===== src/rtl/deser400_rate_monitor_if.sv =====
// rtl/deser400_rate_monitor_if.sv - gate/event inputs and select/ack readout bus of the deser400 rate monitor
interface deser400_rate_monitor_if #(
  parameter int NEV = 4,
  parameter int CW  = 16,
  parameter int SW  = 2
);
  logic           gate;
  logic [NEV-1:0] ev;
  logic [SW-1:0]  sel;
  logic [CW-1:0]  data;
  logic           valid;
  logic           ack;
  logic           busy;
  logic           overrun;
  logic [NEV-1:0] sat;

  // master: gate generator, decoders and software reader; slave: the monitor
  modport master (output gate, ev, sel, ack, input data, valid, busy, overrun, sat);
  modport slave  (input gate, ev, sel, ack, output data, valid, busy, overrun, sat);
endinterface


===== src/rtl/deser400_rate_monitor.sv =====
// rtl/deser400_rate_monitor.sv - per-source event counters over a gate window, shadowed for select/ack readout
// Optional saturating counters with per-counter flags: define DESER400_RATE_SAT_EN.
module deser400_rate_monitor #(
  parameter int NEV = 4,
  parameter int CW  = 16,
  parameter int SW  = 2
) (
  input  logic                     clk,
  input  logic                     reset,
  deser400_rate_monitor_if.slave   bus
);

  typedef enum logic {IDLE, COUNT} state_t;

  state_t        state;
  logic          gate_q;
  logic          busy_q;
  logic          valid_q;
  logic          overrun_q;
  logic [CW-1:0] data_q;
  logic [CW-1:0] cnt    [NEV];
  logic [CW-1:0] shadow [NEV];

  logic rise;
  logic win_end;

  // gate_q resets high so a window already open at reset release never counts
  assign rise    = bus.gate & ~gate_q;
  assign win_end = (state == COUNT) & ~bus.gate & gate_q;

  assign bus.busy    = busy_q;
  assign bus.valid   = valid_q;
  assign bus.overrun = overrun_q;
  assign bus.data    = data_q;

`ifdef DESER400_RATE_SAT_EN
  localparam logic [CW-1:0] CMAX = '1;
  logic [NEV-1:0] sat_int;
  logic [NEV-1:0] sat_q;
  assign bus.sat = sat_q;
`else
  assign bus.sat = '0;
`endif

  always_ff @(posedge clk or posedge reset) begin
    if (reset) begin
      state     <= IDLE;
      gate_q    <= 1'b1;
      busy_q    <= 1'b0;
      valid_q   <= 1'b0;
      overrun_q <= 1'b0;
      data_q    <= '0;
      for (int i = 0; i < NEV; i++) begin
        cnt[i]    <= '0;
        shadow[i] <= '0;
      end
`ifdef DESER400_RATE_SAT_EN
      sat_int <= '0;
      sat_q   <= '0;
`endif
    end else begin
      gate_q <= bus.gate;

      case (state)
        IDLE: begin
          if (rise) begin
            state  <= COUNT;
            busy_q <= 1'b1;
            // loading ev directly discards the previous window's count
            for (int i = 0; i < NEV; i++)
              cnt[i] <= CW'(bus.ev[i]);
`ifdef DESER400_RATE_SAT_EN
            sat_int <= '0;
`endif
          end
        end
        COUNT: begin
          if (win_end) begin
            state  <= IDLE;
            busy_q <= 1'b0;
            for (int i = 0; i < NEV; i++)
              shadow[i] <= cnt[i];
`ifdef DESER400_RATE_SAT_EN
            sat_q <= sat_int;
`endif
          end else begin
            for (int i = 0; i < NEV; i++) begin
`ifdef DESER400_RATE_SAT_EN
              if (bus.ev[i] && (cnt[i] != CMAX))
                cnt[i] <= cnt[i] + CW'(1);
              if (bus.ev[i] && (cnt[i] == CMAX - CW'(1)))
                sat_int[i] <= 1'b1;
`else
              cnt[i] <= cnt[i] + CW'(bus.ev[i]);
`endif
            end
          end
        end
        default: state <= IDLE;
      endcase

      // a completed window while a result is pending is an overrun unless acked in the same cycle
      if (win_end) begin
        valid_q <= 1'b1;
        if (valid_q && bus.ack)
          overrun_q <= 1'b0;
        else if (valid_q)
          overrun_q <= 1'b1;
      end else if (valid_q && bus.ack) begin
        valid_q   <= 1'b0;
        overrun_q <= 1'b0;
      end

      data_q <= (int'(bus.sel) < NEV) ? shadow[bus.sel] : '0;
    end
  end

endmodule


===== src/flat_wrapper.sv =====
// flat-port wrapper written by rule: the top's interface ports become plain ports
module deser400_rate_monitor_flat 
#(
  parameter int NEV = 4,
  parameter int CW  = 16,
  parameter int SW  = 2
)
  (clk, reset, bus_gate, bus_ev, bus_sel, bus_ack, bus_data, bus_valid, bus_busy, bus_overrun, bus_sat);
  deser400_rate_monitor_if #(.NEV(NEV), .CW(CW), .SW(SW)) bus_i ();
  input  logic clk;
  input  logic reset;
  input wire logic [$bits(bus_i.gate)-1:0] bus_gate;
  input wire logic [$bits(bus_i.ev)-1:0] bus_ev;
  input wire logic [$bits(bus_i.sel)-1:0] bus_sel;
  input wire logic [$bits(bus_i.ack)-1:0] bus_ack;
  output wire logic [$bits(bus_i.data)-1:0] bus_data;
  output wire logic [$bits(bus_i.valid)-1:0] bus_valid;
  output wire logic [$bits(bus_i.busy)-1:0] bus_busy;
  output wire logic [$bits(bus_i.overrun)-1:0] bus_overrun;
  output wire logic [$bits(bus_i.sat)-1:0] bus_sat;
  assign bus_i.gate = bus_gate;
  assign bus_i.ev = bus_ev;
  assign bus_i.sel = bus_sel;
  assign bus_i.ack = bus_ack;
  assign bus_data = bus_i.data;
  assign bus_valid = bus_i.valid;
  assign bus_busy = bus_i.busy;
  assign bus_overrun = bus_i.overrun;
  assign bus_sat = bus_i.sat;
  deser400_rate_monitor #(.NEV(NEV), .CW(CW), .SW(SW)) u_core (.clk(clk), .reset(reset), .bus(bus_i));
endmodule

===== config.mk =====
export PLATFORM = sky130hd
export DESIGN_NAME = deser400_rate_monitor_flat
export DESIGN_NICKNAME = d
export VERILOG_FILES = /design/src/rtl/deser400_rate_monitor_if.sv /design/src/rtl/deser400_rate_monitor.sv /design/src/flat_wrapper.sv
export SDC_FILE = /design/constraint.sdc
export NUM_CORES = 1
export LEC_CHECK = 0
export ABC_AREA = 1
export ABC_CLOCK_PERIOD_IN_PS = 5100
export CELL_PAD_IN_SITES_DETAIL_PLACEMENT = 1
export CELL_PAD_IN_SITES_GLOBAL_PLACEMENT = 2
export CORE_MARGIN = 5
export CORE_UTILIZATION = 38
export DETAILED_ROUTE_END_ITERATION = 16
export DONT_BUFFER_PORTS = 1
export PLACE_DENSITY = 0.87
export SETUP_SLACK_MARGIN = 0.05
export SLEW_MARGIN = 25
export SYNTH_ARGS = -nofsm -noshare
export SYNTH_HDL_FRONTEND = slang
export SYNTH_SLANG_ARGS = --single-unit

===== constraint.sdc =====
create_clock -name clk -period 5.1 [get_ports clk]
set_clock_uncertainty 0.2 [all_clocks]
set_input_delay 0.51 -clock clk [delete_from_list [all_inputs] [get_ports clk]]
set_output_delay 0.51 -clock clk [all_outputs]
set_load 0.005 [all_outputs]

==> reports/metrics.yaml <==
drt:
  drt_via_density: 5.26
  detail_route.drc_violations: 0
  detail_route.wl_per_cell_um: 18.5
  vias: 5780
  drt.antenna.violating_nets: 0
  drt_first_iter_violations: 274
  detail_route.wirelength_um: 20300
  drt-pass1-iter-count: 4
clock_network:
  tritoncts.num_buffers: 17
  cts_tree: "yes"
  worst_skew_pair.late_latency_ps: 430
  htreeDepth: 4
  ctsResizeCount: 0
  clk_root_buffer_cell: "sky130_fd_sc_hd__clkbuf_16"
  path_clk_slew_ps: 60
  clock-sinks: 149
  cts-root-to-sink-buffers: 2
logic_synthesis:
  synth.cell_area_um2: 6900
  synth_top_area_cell: "sky130_fd_sc_hd__dfrtp_1"
  post_synth.cell_area_avg_um2: 8.00
  synth_seq_area_share_pct: 54.1
  yosys_warnings: 0
  synth_ff_type: "sky130_fd_sc_hd__dfrtp_1"
  synth_top_area_share_pct: 53.7
  post-synth-top-count-cell: "sky130_fd_sc_hd__nand2_1"
  ys_types: 30
  synth_enable_flop_cells: 0
  asyncSetResetFlopFracSynth_pct: 100
  yosys-top-cells-area: "sky130_fd_sc_hd__dfrtp_1, sky130_fd_sc_hd__nand2_1, sky130_fd_sc_hd__o21ai_0"
  ys_seq_elements: 149
  synth_top_cells_by_count: "sky130_fd_sc_hd__nand2_1, sky130_fd_sc_hd__dfrtp_1, sky130_fd_sc_hd__nor2_1"
  synthCells: 862
sta:
  final_min_period_over_clock_period_pct: 51.4
  count_of_endpoints_failing_hold_in_the_final_timing_report: 0
  setup_repair_after_global_routing_missed_its_margin: "false"
  finalMaxSlewViolations: 0
  final_period_demand_of_the_worst_path_ps: 2620
  max_slew.worst_pin.slew_ps: 986
  finalSetupViolCount: 0
  totalNegativeSetupSlack_ps: 0
  max_freq_mhz: 381
  relative_slew_slack_pct: 34.2
global_routing:
  number_of_antenna_violations_at_the_first_check_in_global_routing: 0
  grt_pass1_wl_um: 33200
  grt_max_degree: 66
  grt_pass1_vias: 5981
  globalRouteTotalUtil_pct: 20.7
  grt_overflow: 0
final_layout:
  design.final.nets: 875
  fillCellCount: 2171
  antenna_cells: 0
  layoutNonFillerInstCount: 1099
  areaGrowthSynthToFinish_pct: 12.1
  postLayoutCoreUtil_pct: 43.2
  post_route_cells_drive_above_1_share_pct: 5.52
pwr:
  power.density_cell_area_nw_per_um2: 404
  total_switching_power_uw: 886
  internal_power_mw: 2.24
  combPwrFrac_pct: 11.4
  totalPowerFinal_mw: 3.13
  seq_power_share_pct: 45.2
  swShare_pct: 28.3
  power.ir.vdd_worst_mv: 0.218
  clock_power_share_pct: 43.3
  total_leakage_power_nw: 3.63
placed_design:
  numPlacedInstances: 1064
  detailedPlacementHpwl_um: 14000
  last_weighted_congestion_value_of_the_routability_driven_placer: 0.787
  port_buffers: 0
die:
  die_area_um2: 20900
  die_h_um: 145
  placeableCoreArea_um2: 17900
  initial_core_util_pct: 38.5
  die_width_um: 145
  fp-row-count: 49
  num_io_pins: 33
setup_path:
  critPathTopFamily: "buffers and inverters"
  timing.setup.critical_path_class: "register to register"
  worst_path_max_delay_cell: "sky130_fd_sc_hd__buf_4"
  worst_ep_arrival_time_ps: 2770
  path_buf_inv: 4
  timing.critical_path.from_type: "register"
  path_max_fanout: 60
  worst_ep_required_time_ps: 5250
  critPathMaxStageDelay_ps: 620
  endpoint_kind: "register"
  critical_path.cell_chain: "inv_2, nor3_4, buf_4, inv_2, buf_4, nand2_1, o21ai_1"
run_status:
  status: "complete, no violations"
run:
  max_cap_violations: 0
hold_path:
  worst_hold_path_type: "input port to register"
[logic make-up after synthesis]
logic type                 share of synthesized area (%)
buffers and inverters                               7.36
xor gates and xnor gates                           0.127
DFF                                                 54.1
AOI/OAI and AO/OA                                   12.2
other                                             0.0544
adders and majority gates                           1.45
and+or+nand+nor                                     24.7
[sequential cells by signal, summed over array words and instances (netlist names)]
| register | cells |
|---|---|
| u_core.bus.busy | 1 |
| u_core.bus.data | 16 |
| u_core.bus.overrun | 1 |
| u_core.bus.valid | 1 |
| u_core.cnt | 64 |
| u_core.gate_q | 1 |
| u_core.shadow | 64 |
| u_core.state | 1 |
[power groups by stage]
stage / logic (mW) / clock network (mW) / registers [mW]
global route: 0.412 / 1.43 / 1.43
detailed placement: 0.357 / 0 / 1.43
finish: 0.357 / 1.35 / 1.41
floorplan: 0.266 / 0 / 1.40
CTS: 0.363 / 1.38 / 1.41
global placement: 0.339 / 0 / 1.43
[final cells by class]
cell class,instances,area [um^2],share of cell area [%]
Sequential cell,149,3730,48.2
Multi-Input combinational cell,593,2680,34.6
Clock buffer,17,425,5.50
Inverter,86,328,4.24
Tap cell,229,287,3.71
Clock inverter,15,203,2.62
Timing Repair Buffer,10,82.6,1.07
[layout by cell type, fill, tap and decap left out, types with 5 or more instances in the layout]
cell,instances
sky130_fd_sc_hd__ha_1,8
sky130_fd_sc_hd__nand2_1,250
sky130_fd_sc_hd__o22ai_1,20
sky130_fd_sc_hd__o21ai_0,83
sky130_fd_sc_hd__buf_4,7
sky130_fd_sc_hd__o21ai_1,21
sky130_fd_sc_hd__nand4_1,7
sky130_fd_sc_hd__nor3_1,19
sky130_fd_sc_hd__inv_1,83
sky130_fd_sc_hd__a21oi_1,21
sky130_fd_sc_hd__nor2_1,101
sky130_fd_sc_hd__clkbuf_16,17
sky130_fd_sc_hd__nand3_1,39
sky130_fd_sc_hd__dfrtp_1,148
sky130_fd_sc_hd__o31ai_1,5
[routing by layer]
metal  track usage [%]  vias to the layer above  routed length, um
met3              4.40                       15                644
met1              27.7                     2938               9380
li1                  -                     2766                  -
met2              34.2                       61              10000
met4              5.65                        0                276
met5                 0                        -                  0
[stage by stage]
step | cell area, um^2 | hold slack, ps | setup WS (ps)
after floorplan | 6910 | 237 | 384
final | 7730 | 33.2 | 2480
after global placement | 7070 | 252 | 2600
after detailed placement | 7070 | 259 | 2530
after CTS | 7730 | 19.3 | 2480
after global routing | 7730 | 19.4 | 2260
[final timing paths]
| path | from | to | slack (ps) | depth (start not counted) |
|---|---|---|---|---|
| setup / recovery | u_core.state$_DFF_PP0_ | u_core.shadow[57]$_DFFE_PP0P_ | 2480 | 7 |
| hold / removal | bus_ack | u_core.bus.overrun$_DFFE_PP0P_ | 30 | 1 |
| setup reg to reg | u_core.state$_DFF_PP0_ | u_core.shadow[57]$_DFFE_PP0P_ | 2480 | 7 |
| hold reg to reg | u_core.shadow[47]$_DFFE_PP0P_ | u_core.shadow[47]$_DFFE_PP0P_ | 280 | 2 |
| max in group asynchronous | reset | u_core.shadow[58]$_DFFE_PP0P_ | 3220 | 3 |
| min in group asynchronous | reset | u_core.cnt[13]$_DFFE_PP0P_ | 440 | 2 |
[timing repair]
action	in CTS	in global routing
buffers inserted	0	0
endpoints found under the hold margin	65	0
hold buffers	3	0
(Power assumes the default switching activity.)
